**src/rtl/playback_controller_if.sv**
```systemverilog
// Bundle between the button front-end / Timer and playback_controller.
// master : drives the user commands, track length and the Timer's BCD digits.
// slave  : the controller; drives the Timer controls and the status flags.
//   play_pause, stop : 1-cycle command pulses
//   ff, rw           : seek key levels
//   track_len        : track length in seconds (0..599)
//   seconds0/1       : Timer BCD seconds LSD/MSD
//   minutes0         : Timer BCD minutes
//   count, adder     : Timer enable and signed step
//   timer_reset      : Timer clear pulse
//   playing, at_end  : transport status
interface playback_controller_if;
  logic              play_pause;
  logic              stop;
  logic              ff;
  logic              rw;
  logic [9:0]        track_len;
  logic [3:0]        seconds0;
  logic [3:0]        seconds1;
  logic [3:0]        minutes0;
  logic              count;
  logic signed [8:0] adder;
  logic              timer_reset;
  logic              playing;
  logic              at_end;

  modport master (
    output play_pause, stop, ff, rw, track_len, seconds0, seconds1, minutes0,
    input  count, adder, timer_reset, playing, at_end
  );

  modport slave (
    input  play_pause, stop, ff, rw, track_len, seconds0, seconds1, minutes0,
    output count, adder, timer_reset, playing, at_end
  );
endinterface

```
**src/rtl/playback_controller.sv**
```systemverilog
// Transport sequencer for the music-player Timer. Turns play/pause, stop,
// fast-forward and rewind into the Timer's count enable, signed step and
// clear, generates the one-second tick and detects start/end of track from
// the Timer's BCD digits.
//
// Ports:
//   clk   : system clock
//   reset : asynchronous reset, active-low
//   bus   : playback_controller_if.slave (commands, Timer digits in;
//           count/adder/timer_reset/playing/at_end out)
//
// Optional feature: define AUTO_REPEAT_EN to make END restart the track
// instead of holding there.
module playback_controller #(
  parameter int unsigned CLK_FREQ_HZ = 50_000_000,
  parameter int unsigned SEEK_STEP   = 8
) (
  input logic                  clk,
  input logic                  reset,
  playback_controller_if.slave bus
);

  localparam int unsigned PW        = (CLK_FREQ_HZ > 1) ? $clog2(CLK_FREQ_HZ) : 1;
  localparam logic [PW-1:0] PrescMax = PW'(CLK_FREQ_HZ - 1);
  localparam logic [9:0]    Step     = 10'(SEEK_STEP);

  typedef enum logic [2:0] {
    StStopped,
    StPlaying,
    StPaused,
    StSeekFwd,
    StSeekBack,
    StEnd
  } state_e;

  state_e            state_q, state_d;
  logic [PW-1:0]     presc_q, presc_d;
  logic              count_q, count_d;
  logic signed [8:0] adder_q, adder_d;
  logic              timer_reset_q, timer_reset_d;

  logic [9:0] elapsed;
  logic [9:0] remaining;
  logic [9:0] step_fwd;
  logic [9:0] step_back;
  logic       fwd_key;
  logic       back_key;
  logic       running;
  logic       tick;

  assign elapsed   = 10'(bus.minutes0) * 10'd60 + 10'(bus.seconds1) * 10'd10
                   + 10'(bus.seconds0);
  assign remaining = (bus.track_len > elapsed) ? bus.track_len - elapsed : '0;
  assign step_fwd  = (remaining < Step) ? remaining : Step;
  assign step_back = (elapsed < Step) ? elapsed : Step;

  // Both seek keys held together cancel out.
  assign fwd_key  = bus.ff & ~bus.rw;
  assign back_key = bus.rw & ~bus.ff;

  assign running = (state_q == StPlaying) || (state_q == StSeekFwd) ||
                   (state_q == StSeekBack);
  assign tick    = running && (presc_q == PrescMax);

  // Prescaler holds in PAUSED so a resume keeps the second's phase.
  always_comb begin
    presc_d = presc_q;
    if (running) begin
      presc_d = tick ? '0 : presc_q + PW'(1);
    end else if (state_q != StPaused) begin
      presc_d = '0;
    end
  end

  always_comb begin
    state_d       = state_q;
    count_d       = 1'b0;
    adder_d       = adder_q;
    timer_reset_d = 1'b0;

    // The tick is evaluated in the current state; commands below may then
    // override the next state.
    if (tick) begin
      case (state_q)
        StPlaying: begin
          if (remaining != '0) begin
            count_d = 1'b1;
            adder_d = 9'sd1;
          end
          if (remaining <= 10'd1) state_d = StEnd;
        end
        StSeekFwd: begin
          if (remaining != '0) begin
            count_d = 1'b1;
            adder_d = $signed(9'(step_fwd));
          end
          if (remaining <= Step) state_d = StEnd;
        end
        StSeekBack: begin
          if (elapsed != '0) begin
            count_d = 1'b1;
            adder_d = -$signed(9'(step_back));
          end
        end
        default: ;
      endcase
    end

    if (bus.stop) begin
      state_d       = StStopped;
      timer_reset_d = (state_q != StStopped);
    end else if (bus.play_pause) begin
      case (state_q)
        StStopped, StPaused:               state_d = StPlaying;
        StPlaying, StSeekFwd, StSeekBack:  state_d = StPaused;
        StEnd: begin
          state_d       = StPlaying;
          timer_reset_d = 1'b1;
        end
        default: ;
      endcase
    end else begin
      case (state_q)
        StPlaying: begin
          if (fwd_key)       state_d = StSeekFwd;
          else if (back_key) state_d = StSeekBack;
        end
        StSeekFwd:  if (!fwd_key)  state_d = StPlaying;
        StSeekBack: if (!back_key) state_d = StPlaying;
`ifdef AUTO_REPEAT_EN
        StEnd: begin
          state_d       = StPlaying;
          timer_reset_d = 1'b1;
        end
`else
        StEnd: ;
`endif
        default: ;
      endcase
    end
  end

  always_ff @(posedge clk or negedge reset) begin
    if (!reset) begin
      state_q       <= StStopped;
      presc_q       <= '0;
      count_q       <= 1'b0;
      adder_q       <= 9'sd1;
      timer_reset_q <= 1'b0;
    end else begin
      state_q       <= state_d;
      presc_q       <= presc_d;
      count_q       <= count_d;
      adder_q       <= adder_d;
      timer_reset_q <= timer_reset_d;
    end
  end

  assign bus.count       = count_q;
  assign bus.adder       = adder_q;
  assign bus.timer_reset = timer_reset_q;
  assign bus.at_end      = (state_q == StEnd);
`ifdef AUTO_REPEAT_EN
  // END lasts a single cycle on the way back to PLAYING, so it still counts as playing.
  assign bus.playing     = running || (state_q == StEnd);
`else
  assign bus.playing     = running;
`endif

endmodule

```
**src/flat_wrapper.sv**
```systemverilog
// flat-port wrapper written by rule: the top's interface ports become plain ports
module playback_controller_flat 
#(
  parameter int unsigned CLK_FREQ_HZ = 50_000_000,
  parameter int unsigned SEEK_STEP   = 8
)
  (clk, reset, bus_play_pause, bus_stop, bus_ff, bus_rw, bus_track_len, bus_seconds0, bus_seconds1, bus_minutes0, bus_count, bus_adder, bus_timer_reset, bus_playing, bus_at_end);
  playback_controller_if bus_i ();
  input logic clk;
  input logic reset;
  input wire logic [$bits(bus_i.play_pause)-1:0] bus_play_pause;
  input wire logic [$bits(bus_i.stop)-1:0] bus_stop;
  input wire logic [$bits(bus_i.ff)-1:0] bus_ff;
  input wire logic [$bits(bus_i.rw)-1:0] bus_rw;
  input wire logic [$bits(bus_i.track_len)-1:0] bus_track_len;
  input wire logic [$bits(bus_i.seconds0)-1:0] bus_seconds0;
  input wire logic [$bits(bus_i.seconds1)-1:0] bus_seconds1;
  input wire logic [$bits(bus_i.minutes0)-1:0] bus_minutes0;
  output wire logic [$bits(bus_i.count)-1:0] bus_count;
  output wire logic [$bits(bus_i.adder)-1:0] bus_adder;
  output wire logic [$bits(bus_i.timer_reset)-1:0] bus_timer_reset;
  output wire logic [$bits(bus_i.playing)-1:0] bus_playing;
  output wire logic [$bits(bus_i.at_end)-1:0] bus_at_end;
  assign bus_i.play_pause = bus_play_pause;
  assign bus_i.stop = bus_stop;
  assign bus_i.ff = bus_ff;
  assign bus_i.rw = bus_rw;
  assign bus_i.track_len = bus_track_len;
  assign bus_i.seconds0 = bus_seconds0;
  assign bus_i.seconds1 = bus_seconds1;
  assign bus_i.minutes0 = bus_minutes0;
  assign bus_count = bus_i.count;
  assign bus_adder = bus_i.adder;
  assign bus_timer_reset = bus_i.timer_reset;
  assign bus_playing = bus_i.playing;
  assign bus_at_end = bus_i.at_end;
  playback_controller #(.CLK_FREQ_HZ(CLK_FREQ_HZ), .SEEK_STEP(SEEK_STEP)) u_core (.clk(clk), .reset(reset), .bus(bus_i));
endmodule
```
**config.mk**
```make
export PLATFORM = sky130hd
export DESIGN_NAME = playback_controller_flat
export DESIGN_NICKNAME = d
export VERILOG_FILES = /design/src/rtl/playback_controller_if.sv /design/src/rtl/playback_controller.sv /design/src/flat_wrapper.sv
export SDC_FILE = /design/constraint.sdc
export NUM_CORES = 1
export LEC_CHECK = 0
export CAP_MARGIN = 25
export CORE_AREA = 10 10 105 107
export DETAILED_ROUTE_END_ITERATION = 8
export DIE_AREA = 0 0 115 117
export GPL_TIMING_DRIVEN = 0
export PLACE_DENSITY = 0.62
export SYNTH_ARGS = -nofsm -noshare
export SYNTH_HDL_FRONTEND = slang
export SYNTH_SLANG_ARGS = --single-unit
```
**constraint.sdc**
```tcl
create_clock -name clk -period 3.5 [get_ports clk]
set_input_delay 0.35 -clock clk [delete_from_list [all_inputs] [get_ports clk]]
set_output_delay 0.35 -clock clk [all_outputs]
set_load 0.02 [all_outputs]
```
==> load_flow_metrics.sql, run 1 <==
INSERT INTO impl_metrics (metric_group, metric, value, unit) VALUES
('timing', 'holdWs', '477', 'ps'),
('routing', 'count_of_nets_left_with_antenna_violations_after_detail_routing', '0', ''),
('synth', 'ys_dominant_reg_cell', 'sky130_fd_sc_hd__dfrtp_1', ''),
('synth', 'yosys.area_share.simple', '24.5', '%'),
('floorplanning', 'floorplan.die.height', '117', 'um'),
('global_route', 'antenna_violations_before_repair', '0', ''),
('power', 'static-leakage-power', '0.00215', 'uW'),
('status', 'run_status', 'finished with violations', ''),
('synth', 'count_of_flip_flops_with_a_built_in_enable_after_synthesis', '0', ''),
('job', 'max_cap_violations', '0', ''),
('final_layout', 'flow.area_growth_from_synthesis', '25.9', '%'),
('setup_path', 'start_kind', 'input port', ''),
('cts', 'cts_root_buf', 'sky130_fd_sc_hd__clkbuf_8', ''),
('synth', 'post_synth_mux_area_share', '1.12', '%'),
('final_layout', 'share_of_layout_cells_above_drive_strength_1', '15.2', '%'),
('floorplanning', 'top_level_ports', '41', ''),
('setup_path', 'regToRegSetupSlack', '350', 'ps'),
('routing', 'remaining_drc_errors', '0', ''),
('hold_path', 'holdCritPathClass', 'in2async', ''),
('cts', 'htree_num_levels', '2', ''),
('cts', 'cts_tree', 'done', ''),
('setup_path', 'worstPathMaxFanout', '6', ''),
('synth', 'synth_area', '0.00389', 'sq mm'),
('floorplanning', 'num_rows', '35', ''),
('timing', 'post-route-worst-setup-slack', '-1860', 'ps'),
('synth', 'post_synth_xor_area_fraction', '3.12', '%'),
('synth', 'synth_compound_area_share', '24.3', '%'),
('setup_path', 'critPathRequiredTime', '3680', 'ps'),
('cts', 'clock_latency', '290', 'ps'),
('synth', 'ys_seq_area_share', '25.7', '%'),
('setup_path', 'critical_path_arrival', '5550', 'ps'),
('synth', 'synthesis.instances', '464', ''),
('placement', 'place.gp.congestion', '0.828', ''),
('timing', 'finalMaxSlewViolations', '0', ''),
('synth', 'synthesized_nets', '540', ''),
('synth', 'synth-adder-area-share', '17.4', '%'),
('placement', 'number_of_cells_after_detailed_placement', '615', ''),
('setup_path', 'endpoint', 'u_core.bus.adder[3]$_DFFE_PN0P_', ''),
('synth', 'yosys_register_bits', '40', ''),
('synth', 'yosys_warnings', '0', ''),
('routing', 'routed_wirelength', '10.2', 'mm'),
('timing', 'fmaxAchievable', '186', 'MHz'),
('synth', 'syn_area_cell', '8.39', 'sq um'),
('status', 'violations', 'setup timing', ''),
('routing', 'vias_per_cell', '5.70', ''),
('cts', 'tritoncts.num_buffers', '5', ''),
('setup_path', 'crit_type', 'in2reg', ''),
('floorplanning', 'floorplan.initialDensity', '43.2', '%'),
('floorplanning', 'chipWidth', '115', 'um'),
('placement', 'placement.io_buffers', '39', ''),
('final_layout', 'final_cell_count_no_fill', '645', ''),
('routing', 'first_pass_iters', '4', ''),
('power', 'vdd.ir_drop.worst', '0.000441', 'V'),
('timing', 'finalHoldViolations', '0', ''),
('setup_path', 'reg2reg_from', 'u_core.presc_q[0]$_DFFE_PN0P_', ''),
('timing', 'finalSetupViolations', '12', ''),
('setup_path', 'timing.critical_path.to_type', 'register', ''),
('final_layout', 'layout.cells.most_common', 'sky130_fd_sc_hd__nand2_1', ''),
('global_route', 'globalRoute.totalOverflow', '0', ''),
('routing', 'detail_route.iter0.violations', '138', ''),
('floorplanning', 'die_area', '0.0135', 'sq mm'),
('setup_path', 'critPathLaunch', 'bus_minutes0[0]', ''),
('synth', 'async_flop_share', '100', '%'),
('placement', 'detailed_place.area', '0.00448', 'sq mm'),
('global_route', 'via_count_of_the_first_global_routing_pass', '3684', ''),
('power', 'powerDensity', '617', 'mW/mm^2'),
('final_layout', 'mostFrequentLayoutCells', 'sky130_fd_sc_hd__nand2_1 (53), sky130_fd_sc_hd__o21ai_0 (45), sky130_fd_sc_hd__dfrtp_1 (39), sky130_fd_sc_hd__clkdlybuf4s50_1 (34), sky130_fd_sc_hd__ha_1 (33)', ''),
('routing', 'routedLengthMet1', '4.73', 'mm'),
('timing', 'timing_worst_slew_pin_value', '780', 'ps'),
('routing', 'route.vias.total', '3676', ''),
('routing', 'detail_route.wl_per_cell', '15.8', 'um');
==> metrics by stage <==
step | total power (uW) | setup WS [ps]
finish | 3020 | -1860
global route | 3260 | -1980
CTS | 2790 | -1770
detailed placement | 2160 | -2840
global placement | 2130 | -2800
floorplan | 1830 | -1780
==> worst max-delay path: stages <==
cell and delay, ps:
sky130_fd_sc_hd__buf_8 100, sky130_fd_sc_hd__fa_2 490, sky130_fd_sc_hd__fa_2 630, sky130_fd_sc_hd__ha_4 220
sky130_fd_sc_hd__a21o_1 180, sky130_fd_sc_hd__a21oi_2 130, sky130_fd_sc_hd__xnor2_1 90, sky130_fd_sc_hd__ha_1 330
sky130_fd_sc_hd__ha_4 300, sky130_fd_sc_hd__or3b_4 390, sky130_fd_sc_hd__nand3_4 80, sky130_fd_sc_hd__nor3b_4 50
sky130_fd_sc_hd__ha_1 320, sky130_fd_sc_hd__nand4_1 130, sky130_fd_sc_hd__a211oi_2 330, sky130_fd_sc_hd__buf_4 180
sky130_fd_sc_hd__o21ai_2 50, sky130_fd_sc_hd__o2111a_1 270, sky130_fd_sc_hd__o21bai_4 220, sky130_fd_sc_hd__a311o_1 390
sky130_fd_sc_hd__o21a_1 120, sky130_fd_sc_hd__a31o_2 200
==> metal layers <==
metal	GRT usage, %	vias to the layer above
met4	3.14	0
met5	0	-
met1	20.7	1758
li1	-	1833
met3	3.31	10
met2	25.3	75
==> report_power, final <==
part / internal [uW] / switching (uW) / total, uW
Clock: 212 / 167 / 379
Combinational: 1040 / 1120 / 2160
Sequential: 477 / 8.16 / 485
Total: 1730 / 1300 / 3020
==> cell type report <==
| class | instances | area, sq um |
|---|---|---|
| Tap cell | 111 | 139 |
| Multi-Input combinational cell | 385 | 2920 |
| Inverter | 24 | 90.1 |
| Buffer | 15 | 60.1 |
| Clock buffer | 6 | 72.6 |
| Timing Repair Buffer | 62 | 587 |
| Clock inverter | 2 | 35.0 |
| Sequential cell | 40 | 1000 |
| Fill cell | 852 | 4120 |
==> cell usage after synthesis (5+ instances only) <==
| library cell | instances | area, sq um |
|---|---|---|
| sky130_fd_sc_hd__a21o_1 | 8 | 60.1 |
| sky130_fd_sc_hd__a21oi_1 | 15 | 75.1 |
| sky130_fd_sc_hd__a22o_1 | 5 | 43.8 |
| sky130_fd_sc_hd__a31oi_1 | 10 | 62.6 |
| sky130_fd_sc_hd__and3_1 | 10 | 62.6 |
| sky130_fd_sc_hd__clkbuf_1 | 11 | 41.3 |
| sky130_fd_sc_hd__dfrtp_1 | 39 | 976 |
| sky130_fd_sc_hd__fa_1 | 10 | 200 |
| sky130_fd_sc_hd__ha_1 | 38 | 475 |
| sky130_fd_sc_hd__inv_1 | 24 | 90.1 |
| sky130_fd_sc_hd__nand2_1 | 55 | 206 |
| sky130_fd_sc_hd__nand2b_1 | 6 | 37.5 |
| sky130_fd_sc_hd__nand3_1 | 16 | 80.1 |
| sky130_fd_sc_hd__nand4_1 | 8 | 50.1 |
| sky130_fd_sc_hd__nor2_1 | 31 | 116 |
| sky130_fd_sc_hd__nor2b_1 | 13 | 81.3 |
| sky130_fd_sc_hd__nor3_1 | 11 | 55.1 |
| sky130_fd_sc_hd__o21a_1 | 6 | 45.0 |
| sky130_fd_sc_hd__o21ai_0 | 48 | 240 |
| sky130_fd_sc_hd__o31ai_1 | 8 | 60.1 |
| sky130_fd_sc_hd__xnor2_1 | 6 | 52.6 |
| sky130_fd_sc_hd__xor2_1 | 6 | 52.6 |
==> sequential cells by signal, indices dropped and copies added (netlist names) <==
name,count
u_core.bus.adder,9
u_core.bus.count,1
u_core.bus.timer_reset,1
u_core.presc_q,26
u_core.state_q,3
==> repair_timing <==
action                                  4_1_cts  5_1_grt
setup buffers                                15        6
gates cloned                                  0        0
endpoints found under the hold margin        12        0
pin swaps                                    21       22
hold buffers                                  1        0
endpoints found under the setup margin       12       12
resized for setup                            30       23
==> how the worst min path moves through the flow <==
stage,start,endpoint,slack [ps],cells past startpoint
4_1_cts,reset,u_core.presc_q[21]$_DFFE_PN0P_,490,2
3_3_place_gp,u_core.bus.adder[4]$_DFFE_PN0P_,u_core.bus.adder[4]$_DFFE_PN0P_,470,1
3_5_place_dp,reset,u_core.presc_q[21]$_DFFE_PN0P_,270,1
5_1_grt,reset,u_core.presc_q[21]$_DFFE_PN0P_,520,2
2_1_floorplan,reset,u_core.bus.adder[1]$_DFFE_PN0P_,50,0
6_report,reset,u_core.presc_q[21]$_DFFE_PN0P_,480,2
==> logic make-up (layout without fill, tap and decap cells) <==
group	after synthesis	after routing
xor+xnor	13	13
mux	4	4
compound gates	136	136
fa+ha+maj	48	48
simple gates	184	184
buf+inv	39	109
flops	40	40
No activity file was read; power rests on OpenSTA's default activity.
==> run 2, diff against run 1 <==
--- a/config.mk
+++ b/config.mk
@@ -6,11 +6,12 @@
 export NUM_CORES = 1
 export LEC_CHECK = 0
 export CAP_MARGIN = 25
-export CORE_AREA = 10 10 105 107
+export CORE_AREA = 2 2 97 99
 export DETAILED_ROUTE_END_ITERATION = 8
-export DIE_AREA = 0 0 115 117
+export DIE_AREA = 0 0 99 101
 export GPL_TIMING_DRIVEN = 0
 export PLACE_DENSITY = 0.62
+export SKIP_LAST_GASP = 1
 export SYNTH_ARGS = -nofsm -noshare
 export SYNTH_HDL_FRONTEND = slang
 export SYNTH_SLANG_ARGS = --single-unit
==> constraint.sdc (replaced) <==
create_clock -name clk -period 3.5 [get_ports clk]
set_input_delay 0.35 -clock clk [delete_from_list [all_inputs] [get_ports clk]]
set_output_delay 0.35 -clock clk [all_outputs]
set_load 0.01 [all_outputs]
==> load_flow_metrics.sql, run 2 (synthesis gave the netlist of run 1 again) <==
INSERT INTO impl_metrics (metric_group, metric, value, unit) VALUES
('power', 'switchingPower', '1280', 'uW'),
('power', 'vdd.ir_drop.worst', '0.000414', 'V'),
('routing', 'wl_met2', '4.60', 'mm'),
('cts', 'tritoncts.num_buffers', '5', ''),
('placement', 'place.gp.congestion', '0.876', ''),
('setup_path', 'cp.depth', '21', ''),
('power', 'static-leakage-power', '0.00212', 'uW'),
('floorplanning', 'die_area', '0.0100', 'sq mm'),
('placement', 'place_hpwl', '7.34', 'mm'),
('power', 'powerDensity', '595', 'mW/mm^2'),
('timing', 'setup_total_negative_slack', '-19340', 'ps'),
('global_route', 'maximum_number_of_pins_on_one_net_before_global_route_repair', '32', ''),
('final_layout', 'antenna-diode-count', '0', ''),
('hold_path', 'holdCritPathClass', 'in2async', ''),
('setup_path', 'timing.critical_path.mode_cell', 'sky130_fd_sc_hd__ha_4', ''),
('timing', 'post-route-min-period', '5220', 'ps'),
('final_layout', 'mostFrequentLayoutCells', 'sky130_fd_sc_hd__nand2_1 (53), sky130_fd_sc_hd__o21ai_0 (45), sky130_fd_sc_hd__dfrtp_1 (39), sky130_fd_sc_hd__clkdlybuf4s50_1 (34), sky130_fd_sc_hd__ha_1 (30)', ''),
('timing', 'finalMaxSlewViolations', '0', ''),
('timing', 'timing.slew.headroom', '50.5', '%'),
('timing', 'timing.final.crit_share', '149', '%'),
('power', 'netSwitchingFraction', '43.8', '%'),
('timing', 'fmaxAchievable', '192', 'MHz'),
('floorplanning', 'floorplan.initialDensity', '43.4', '%'),
('power', 'seqPwrFrac', '16.6', '%'),
('floorplanning', 'top_level_ports', '41', ''),
('floorplanning', 'chipWidth', '99', 'um'),
('setup_path', 'critPathRequiredTime', '3680', 'ps'),
('final_layout', 'number_of_filler_cells_placed_in_the_layout', '825', ''),
('setup_path', 'critPathLaunch', 'bus_minutes0[1]', ''),
('final_layout', 'multi_input_comb_area', '0.00295', 'sq mm'),
('setup_path', 'cp_top_delay_family', 'adder cells', ''),
('cts', 'clk_transition_reported_paths', '80', 'ps'),
('setup_path', 'critical-path-max-stage-delay', '610', 'ps'),
('setup_path', 'regToRegSetupSlack', '350', 'ps'),
('final_layout', 'layout.cells.most_common', 'sky130_fd_sc_hd__nand2_1', ''),
('final_layout', 'final-seq-area', '0.00100', 'sq mm'),
('setup_path', 'critical_path_arrival', '5390', 'ps'),
('setup_path', 'worstPathMaxFanout', '6', ''),
('routing', 'vias_per_cell', '5.69', ''),
('setup_path', 'endpoint', 'u_core.bus.adder[1]$_DFFE_PN0P_', ''),
('timing', 'unrepaired_setup_endpoints_after_global_routing', 'yes', ''),
('global_route', 'globalRoute.totalOverflow', '0', ''),
('final_layout', 'most_flops_register', 'u_core.presc_q', ''),
('setup_path', 'path_buf_inv', '1', ''),
('setup_path', 'r2r_cells', '10', ''),
('routing', 'remaining_drc_errors', '0', ''),
('final_layout', 'largest_register_ff_count', '26', ''),
('timing', 'worst_clock_skew', '5.55', 'ps'),
('routing', 'detail_route.iter0.violations', '186', ''),
('routing', 'wl_met3', '286', 'um'),
('floorplanning', 'floorplan.die.height', '101', 'um'),
('floorplanning', 'core_area', '0.00898', 'sq mm'),
('routing', 'route.vias.total', '3659', ''),
('placement', 'post-place-ws', '-2810', 'ps'),
('placement', 'placement.io_buffers', '39', ''),
('setup_path', 'start_kind', 'input port', ''),
('setup_path', 'crit_type', 'in2reg', ''),
('status', 'violations', 'setup timing', ''),
('cts', 'clock_tree.buffer_depth', '2', ''),
('setup_path', 'regToRegEndpoint', 'u_core.presc_q[24]$_DFFE_PN0P_', ''),
('timing', 'holdWs', '453', 'ps'),
('routing', 'uppermost_metal_layer_occupied_by_signal_nets', 'met4', ''),
('global_route', 'antenna_violations_before_repair', '0', ''),
('setup_path', 'reg2reg_from', 'u_core.presc_q[0]$_DFFE_PN0P_', ''),
('cts', 'cts_tree', 'done', ''),
('power', 'power.clock.fraction', '10.9', '%'),
('routing', 'routedLengthMet1', '4.65', 'mm'),
('setup_path', 'timing.critical_path.to_type', 'register', ''),
('status', 'run_status', 'finished with violations', ''),
('routing', 'detail_route.wl_per_cell', '15.0', 'um'),
('global_route', 'via_count_of_the_first_global_routing_pass', '3485', ''),
('routing', 'first_pass_iters', '5', ''),
('power', 'power.combinational.fraction', '72.5', '%'),
('global_route', 'grt_first_pass_wirelength', '16.2', 'mm'),
('job', 'max_cap_violations', '0', ''),
('timing', 'finalSetupViolations', '12', ''),
('final_layout', 'flow.area_growth_from_synthesis', '26.1', '%'),
('final_layout', 'share_of_layout_cells_above_drive_strength_1', '14.7', '%'),
('global_route', 'globalRouteTotalUtil', '19.6', '%'),
('cts', 'clock_latency', '290', 'ps'),
('floorplanning', 'num_rows', '35', ''),
('routing', 'count_of_nets_left_with_antenna_violations_after_detail_routing', '0', ''),
('timing', 'finalHoldViolations', '0', ''),
('power', 'cellInternalPower', '1640', 'uW'),
('final_layout', 'number_of_nets_in_the_layout', '607', ''),
('cts', 'cts_root_buf', 'sky130_fd_sc_hd__clkbuf_8', ''),
('setup_path', 'crit_path_cell_trace', 'buf_8 -> fa_1 -> fa_2 -> ha_4 -> a21o_1 -> a21oi_2 -> xnor2_1 -> ha_1 -> ha_4 -> or3b_4 -> nand3_4 -> nor3b_4 -> ha_4 -> nand4_1 -> a211oi_2 -> nor2_2 -> a2111o_1 -> o2bb2ai_4 -> nand3_2 -> a21oi_4 -> mux2_4', ''),
('cts', 'tritoncts_num_sinks', '40', ''),
('cts', 'htree_num_levels', '2', ''),
('timing', 'post-route-worst-setup-slack', '-1720', 'ps'),
('timing', 'timing_worst_slew_pin_value', '739', 'ps'),
('setup_path', 'cpMaxStageDelayCell', 'sky130_fd_sc_hd__fa_2', ''),
('routing', 'routed_wirelength', '9.64', 'mm');
-- run 2: cell count changes in the layout (fill, tap and decap cells not counted), moves of 3 or more --
cell,previous run,this run
sky130_fd_sc_hd__buf_4,21,17
sky130_fd_sc_hd__buf_6,0,3
sky130_fd_sc_hd__ha_1,33,30
sky130_fd_sc_hd__ha_4,2,6
-- run 2: worst reg2reg max path, cell delays in order, from the launching register on --
cell	delay, ps
sky130_fd_sc_hd__dfrtp_1	420
sky130_fd_sc_hd__ha_1	220
sky130_fd_sc_hd__and3_1	160
sky130_fd_sc_hd__clkbuf_1	250
sky130_fd_sc_hd__nand2_1	120
sky130_fd_sc_hd__nor3_1	530
sky130_fd_sc_hd__or2_2	220
sky130_fd_sc_hd__clkbuf_1	360
sky130_fd_sc_hd__clkbuf_1	490
sky130_fd_sc_hd__nor2_1	80
sky130_fd_sc_hd__a22o_1	190
-- run 2: power by group through the flow --
stage | logic (uW) | clock network [uW] | registers (uW)
2_1_floorplan | 1320 | 0 | 497
3_3_place_gp | 1630 | 0 | 494
3_5_place_dp | 1660 | 0 | 494
4_1_cts | 1910 | 330 | 485
5_1_grt | 2330 | 352 | 487
6_report | 2120 | 318 | 485
-- run 2: per-layer routing --
metal,vias up,global-route usage (%)
li1,1832,-
met5,-,0
met3,11,2.29
met2,67,32.4
met1,1749,27.6
met4,0,4.43
-- run 2: final cells by class --
cell class | instances | share of cell area, %
inverter | 24 | 1.83
clock buffer | 6 | 1.68
tap | 111 | 2.83
timing repair buffer | 60 | 11.7
multi-input combinational | 385 | 60.1
clock inverter | 2 | 0.204
buffer | 15 | 1.22
sequential | 40 | 20.4
-- run 2: how the worst min path moves through the flow --
stage / startpoint / end / slack, ps / cells past startpoint
finish: reset / u_core.presc_q[21]$_DFFE_PN0P_ / 450 / 2
global route: reset / u_core.presc_q[21]$_DFFE_PN0P_ / 470 / 2
CTS: reset / u_core.presc_q[21]$_DFFE_PN0P_ / 460 / 2
detailed placement: reset / u_core.presc_q[21]$_DFFE_PN0P_ / 230 / 1
global placement: u_core.bus.adder[5]$_DFFE_PN0P_ / u_core.bus.adder[5]$_DFFE_PN0P_ / 460 / 2
floorplan: reset / u_core.bus.adder[1]$_DFFE_PN0P_ / 50 / 0
-- run 2: through the flow --
| stage | total power (uW) | instance area [sq um] | std cells | util, % |
|---|---|---|---|---|
| CTS | 2730 | 4730 | 636 | 52.7 |
| global placement | 2120 | 4470 | 614 | 49.8 |
| finish | 2920 | 4910 | 643 | 54.7 |
| detailed placement | 2150 | 4480 | 615 | 49.9 |
| floorplan | 1820 | 3940 | 464 | - |
| global route | 3170 | 4910 | 643 | 54.7 |
-- run 2: what timing repair did --
item                                    in CTS  in global routing
endpoints found under the setup margin      12                 12
gates resized for setup                     31                 22
pin swaps                                   25                 11
hold endpoints to repair                     9                  0
hold buffers                                 1                  0
setup buffers                               12                  7
==> run 3, diff against run 2 <==
--- a/config.mk
+++ b/config.mk
@@ -7,11 +7,13 @@
 export LEC_CHECK = 0
 export CAP_MARGIN = 25
 export CORE_AREA = 2 2 97 99
+export CTS_BUF_LIST = sky130_fd_sc_hd__clkbuf_4 sky130_fd_sc_hd__clkbuf_8
 export DETAILED_ROUTE_END_ITERATION = 8
 export DIE_AREA = 0 0 99 101
 export GPL_TIMING_DRIVEN = 0
 export PLACE_DENSITY = 0.62
 export SKIP_LAST_GASP = 1
+export SLEW_MARGIN = 20
 export SYNTH_ARGS = -nofsm -noshare
 export SYNTH_HDL_FRONTEND = slang
 export SYNTH_SLANG_ARGS = --single-unit
==> results of run 3 <==
The final DEF is identical to that of run 2; final timing and power are the same.
